$ cat src/rtl/alu_opa_stage.sv
// ID/EX operand-A select stage. It chooses zero, PC, a forwarded result or rd1,
// registers the choice behind a valid/ready pipeline register and counts load-use stall cycles.
module alu_opa_stage #(
    parameter int XLEN    = 32,
    parameter int NUM_FWD = 2,
    parameter int CNT_W   = 16
) (
    input  logic                    clk,
    input  logic                    rstn,
    input  logic                    in_valid,
    output logic                    in_ready,
    input  logic                    aui,
    input  logic                    lui,
    input  logic [4:0]              rs1,
    input  logic [XLEN-1:0]         rd1,
    input  logic [XLEN-1:0]         pc,
    input  logic [NUM_FWD-1:0]      fwd_valid,
    input  logic [5*NUM_FWD-1:0]    fwd_rd,
    input  logic [XLEN*NUM_FWD-1:0] fwd_data,
    input  logic [NUM_FWD-1:0]      fwd_pending,
    input  logic                    flush,
    output logic                    out_valid,
    input  logic                    out_ready,
    output logic [XLEN-1:0]         alu1,
    output logic [1:0]              out_src,
    output logic [CNT_W-1:0]        stall_cnt
);
    localparam logic [1:0] SRC_RD1  = 2'd0;
    localparam logic [1:0] SRC_PC   = 2'd1;
    localparam logic [1:0] SRC_FWD  = 2'd2;
    localparam logic [1:0] SRC_ZERO = 2'd3;

    logic             fwd_hit;
    logic [XLEN-1:0]  fwd_sel_data;
    logic             fwd_sel_pend;
    logic [XLEN-1:0]  sel_data;
    logic [1:0]       sel_src;
    logic             hazard;
    logic             capture;
    logic             out_valid_q, out_valid_d;
    logic [XLEN-1:0]  alu1_q, alu1_d;
    logic [1:0]       src_q, src_d;
    logic [CNT_W-1:0] stall_cnt_q, stall_cnt_d;

    // Scan from the oldest source down so the lowest matching index wins.
    always_comb begin
        fwd_hit      = 1'b0;
        fwd_sel_data = '0;
        fwd_sel_pend = 1'b0;
        for (int i = NUM_FWD - 1; i >= 0; i--) begin
            if (fwd_valid[i] && (fwd_rd[5*i +: 5] == rs1)) begin
                fwd_hit      = 1'b1;
                fwd_sel_data = fwd_data[XLEN*i +: XLEN];
                fwd_sel_pend = fwd_pending[i];
            end
        end
        if (rs1 == 5'd0) begin
            fwd_hit      = 1'b0;
            fwd_sel_pend = 1'b0;
        end
    end

    always_comb begin
        sel_data = rd1;
        sel_src  = SRC_RD1;
        if (lui) begin
            sel_data = '0;
            sel_src  = SRC_ZERO;
        end else if (aui) begin
            sel_data = pc;
            sel_src  = SRC_PC;
        end else if (fwd_hit) begin
            sel_data = fwd_sel_data;
            sel_src  = SRC_FWD;
        end
    end

    assign hazard = in_valid && !lui && !aui && fwd_hit && fwd_sel_pend;

    // Valid/ready: a transfer happens on a cycle where valid and ready are both high.
    // Upstream holds its instruction until in_ready; downstream must keep alu1 and
    // out_src stable while out_valid is high and out_ready is low.
    assign in_ready = (!out_valid_q || out_ready) && !hazard;
    assign capture  = in_valid && in_ready;

    always_comb begin
        out_valid_d = out_valid_q;
        alu1_d      = alu1_q;
        src_d       = src_q;
        stall_cnt_d = stall_cnt_q;
        if (capture) begin
            alu1_d = sel_data;
            src_d  = sel_src;
        end
        if (flush) begin
            out_valid_d = 1'b0;
        end else if (capture) begin
            out_valid_d = 1'b1;
        end else if (out_ready) begin
            out_valid_d = 1'b0;
        end
        if (hazard && !flush && (stall_cnt_q != {CNT_W{1'b1}})) begin
            stall_cnt_d = stall_cnt_q + CNT_W'(1);
        end
    end

    always_ff @(posedge clk) begin
        if (!rstn) begin
            out_valid_q <= 1'b0;
            alu1_q      <= '0;
            src_q       <= SRC_RD1;
            stall_cnt_q <= '0;
        end else begin
            out_valid_q <= out_valid_d;
            alu1_q      <= alu1_d;
            src_q       <= src_d;
            stall_cnt_q <= stall_cnt_d;
        end
    end

    assign out_valid = out_valid_q;
    assign alu1      = alu1_q;
    assign out_src   = src_q;
    assign stall_cnt = stall_cnt_q;
endmodule

$ cat config.mk
export PLATFORM = sky130hd
export DESIGN_NAME = alu_opa_stage
export DESIGN_NICKNAME = d
export VERILOG_FILES = /design/src/rtl/alu_opa_stage.sv
export SDC_FILE = /design/constraint.sdc
export NUM_CORES = 1
export LEC_CHECK = 0
export CAP_MARGIN = 40
export CORE_MARGIN = 10
export CORE_UTILIZATION = 34
export DETAILED_ROUTE_END_ITERATION = 16
export PLACE_DENSITY = 0.73
export SLEW_MARGIN = 20
export SYNTH_ARGS = -nofsm -noshare
export SYNTH_HDL_FRONTEND = slang
export SYNTH_SLANG_ARGS = --single-unit
$ cat constraint.sdc
create_clock -name clk -period 9.25 [get_ports clk]
set_clock_uncertainty 0.1 [all_clocks]
set_input_delay 2.775 -clock clk [delete_from_list [all_inputs] [get_ports clk]]
set_output_delay 2.775 -clock clk [all_outputs]
set_load 0.01 [all_outputs]
==> PnR_summary.wiki <==
{| class="wikitable"
! Metric !! Value
|-
| Result of the run || completed
|-
| Initial antenna violation count || 0
|-
| Net switching power || 158 uW
|-
| Max Fanout on Critical Path || 19
|-
| Post-synthesis cell type count || 51
|-
| Setup repair after global routing missed its margin || no
|-
| Number of fill cells in the layout || 965
|-
| Worst skew pair latency || 0.31 ns
|-
| Average footprint of a synthesized cell || 7.48 um^2
|-
| Number of maximum-capacitance violations || 0
|-
| Post-synth ARST share || 0%
|-
| Largest buffer count on any clock path || 2
|-
| Worst Hold Depth || 1
|-
| 1st-pass router iterations || 5
|-
| Yosys warning count || 0
|-
| Die span in x || 124 um
|-
| Number of synthesized register bits || 51
|-
| Max_slew headroom || 52.9%
|-
| Starting utilization of the core area || 35.1%
|-
| Largest delay share family, worst path || buffers and inverters
|-
| Post-route fraction of the period consumed by the critical path || 90.3%
|-
| Number of clock sinks || 51
|-
| Syn Inst Count || 487
|-
| Total detailed-routing wirelength || 16000 um
|-
| Pwr per Cell Area || 95.0 nW/um^2
|-
| Cell Int Power || 402 uW
|-
| Final instance area || 5890 um^2
|-
| Final min period || 8.36 ns
|-
| Accumulated negative setup slack || 0 ns
|-
| Startpoint of the worst hold path || alu1[5]$_SDFFE_PN0P_
|-
| DRC marker count from the first detailed-route iteration || 551
|-
| Count of unresolved DRC violations after routing || 0
|-
| Type of the worst min-delay path || reg -> reg
|-
| Number of gates resized after CTS || 0
|-
| Vertical extent of the die || 124 um
|-
| Most repeated library cell on the critical path || clkdlybuf4s50_1
|-
| Number of clock buffers inserted by TritonCTS || 5
|-
| Pin count of the biggest net entering global routing || 66
|-
| Commonest cells post-synth || 65 x nor4_1, 51 x dfxtp_1, 48 x nand2_1
|-
| Worst setup path class || in -> out
|-
| HPWL reported at the end of detailed placement || 12000 um
|-
| Post-synth top area share || 28.0%
|-
| Routed wirelength normalized by instance count || 20.0 um
|-
| Most frequent cell after synthesis || nor4_1
|-
| Launch instance of the worst register-to-register path || stall_cnt[3]$_SDFFE_PN0P_
|-
| Crit-path cells || clkdlybuf4s50_1 -> xnor2_1 -> nand2_1 -> o21a_1 -> o21ai_2 -> buf_4 -> nor2_1 -> a21boi_1 -> clkdlybuf4s50_1
|-
| Share of post-route cells with drive strength above 1 || 5.29%
|-
| Total standard cell area after synthesis || 3640 um^2
|-
| Setup slack of the most critical reg-to-reg path || 7.08 ns
|-
| Area of all sequential standard cells || 1020 um^2
|-
| # port buffers || 205
|-
| Final ANT Viol Nets || 0
|-
| R2R depth || 7
|-
| Final hold violations || 0
|-
| Placed standard-cell area || 5790 um^2
|-
| Multi-input gate area in the final layout || 2270 um^2
|-
| Slew Viols, Final || 0
|-
| Area of the die || 15300 um^2
|-
| All-layer global routing usage || 20.0%
|-
| Post-CTS setup repair buffer count || 0
|-
| Number of flops mapped to enable cells by yosys || 0
|-
| Final nets || 817
|-
| Row count || 37
|-
| Switching part of the total power || 28.2%
|-
| Ys flop type || dfxtp_1
|-
| Vias per Instance || 5.79
|-
| Worst-path clk slew || 0.08 ns
|-
| FMAX || 120 MHz
|-
| Leading post-synthesis cells by cell area || dfxtp_1 28%, nor4_1 11%, a221oi_1 7.9%
|-
| Delay of the slowest cell on the worst path || 0.67 ns
|-
| Setup crit start kind || input port
|-
| Sequential cell fraction of total power || 41.3%
|-
| Post-Route Hold Slack || 0.383 ns
|-
| Register area share after synthesis || 28.0%
|-
| Peak ir drop on the vdd network || 0.0534 mV
|-
| Count of hold-fix buffers inserted at cts || 0
|-
| Crit path required time || 6.38 ns
|-
| Vias || 4619
|-
| Type of element capturing the critical path || output pin
|-
| Area added between synthesis and finish || 61.6%
|-
| Post-synth net total || 642
|-
| Leakage power total || 1.98 nW
|-
| Antenna diode count || 0
|-
| Terminating pin of the worst hold path || alu1[5]$_SDFFE_PN0P_
|-
| Total gr overflow || 0
|-
| Data arrival time of the critical path || 5.48 ns
|-
| Clock root buffer || clkbuf_8
|-
| Via count of the first global-routing pass || 4699
|-
| Gate power share || 30.4%
|-
| Top-level port count || 206
|-
| Bufs and invs on worst path || 3
|-
| Slowest cell on crit path || clkdlybuf4s50_1
|-
| Total setup violations reported at the end of the flow || 0
|-
| Wire length of the first global-routing pass || 24800 um
|-
| Endpoint of the worst register-to-register path || stall_cnt[15]$_SDFFE_PN0P_
|-
| Power share of the clock group || 28.3%
|-
| Core area || 10400 um^2
|-
| TritonCTS clock tree || built
|-
| Core occupancy in the finished layout || 56.8%
|-
| Library cell with the largest summed area after synthesis || dfxtp_1
|-
| Slew @ Worst Pin || 0.705 ns
|-
| H-tree lvl count || 2
|-
| Placer congestion estimate || 0.857
|}
==> placed cells by master, fill, tap and decap left out, types with 2 or more instances in the layout <==
cell type,netlist,final
a211oi_1,2,2
a21oi_1,12,12
a221oi_1,33,33
a22o_1,32,32
and2_1,2,2
and4_1,2,2
buf_4,0,13
buf_8,0,2
clkbuf_8,0,5
clkdlybuf4s50_1,0,205
dfxtp_1,51,51
inv_1,39,39
mux2i_1,3,3
nand2_1,48,48
nand2b_1,5,5
nand3_1,36,36
nand4_1,3,3
nor2_1,5,4
nor3_1,2,2
nor4_1,65,65
o211ai_1,2,2
o21a_1,2,2
o21ai_0,18,18
o21ai_1,25,25
o21ai_4,2,2
o31ai_1,4,4
or3_1,8,8
or4_1,5,5
xnor2_1,8,8
==> worst register-to-register path, stage by stage (launching register included) <==
cell and delay, ns:
dfxtp_1 0.38, and4_1 0.26, and3_1 0.22, a211oi_1 0.24, o211ai_1 0.18, buf_4 0.22
or3_1 0.36, a21oi_1 0.14
==> flip-flops by register name (all words and copies together) (netlist names) <==
signal	count
alu1	32
out_src	2
out_valid	1
stall_cnt	16
==> per-layer routing <==
layer	track usage [%]	up-vias	part of all wire (%)
met5	0	-	0
met3	4.88	18	9.2
met1	24.2	2178	41
met2	34.6	230	49
li1	-	2193	-
met4	5.53	0	1.3
==> power groups by stage <==
stage / sequential, mW / clock (mW) / combinational [mW]
after floorplan: 0.239 / 0 / 0.0654
after global placement: 0.236 / 0 / 0.166
after detailed placement: 0.236 / 0 / 0.170
after CTS: 0.231 / 0.162 / 0.171
after global routing: 0.232 / 0.170 / 0.183
final: 0.231 / 0.158 / 0.170
==> stage by stage <==
stage / std cells / worst slack, ns / total power, mW
floorplan: 487 / 2.16 / 0.304
global placement: 788 / 0.974 / 0.402
detailed placement: 791 / 0.898 / 0.406
CTS: 798 / 0.892 / 0.564
global route: 798 / 0.725 / 0.585
finish: 798 / 0.893 / 0.559
==> worst max path at each step <==
stage           start        to  depth (start not counted)
5_1_grt        rs1[0]  in_ready                          9
2_1_floorplan  rs1[0]  in_ready                          8
4_1_cts        rs1[0]  in_ready                          9
3_5_place_dp   rs1[0]  in_ready                          9
3_3_place_gp   rs1[0]  in_ready                          9
6_report       rs1[0]  in_ready                          9
==> cell families (layout without fill, tap and decap cells) <==
kind of cell | after synthesis | in the layout | synth area share (%)
adder cells (fa/ha/maj) | 1 | 1 | 0.343
multiplexers | 3 | 3 | 0.824
AND/OR/NAND/NOR | 193 | 193 | 29.6
AO/OA/AOI/OAI | 138 | 138 | 28.0
flip-flops | 51 | 51 | 28.0
XOR/XNOR | 10 | 10 | 2.61
buffers and inverters | 91 | 266 | 10.6
==> cell type report <==
class                   count  area share, %
clock buffers               6           1.23
flip-flops and latches     51           17.3
inverters                  39           2.49
clock inverters             1          0.510
well taps                 136           2.89
multi-input cells         345           38.5
repair buffers            220           37.0
Power figures use the tool's default switching activity.
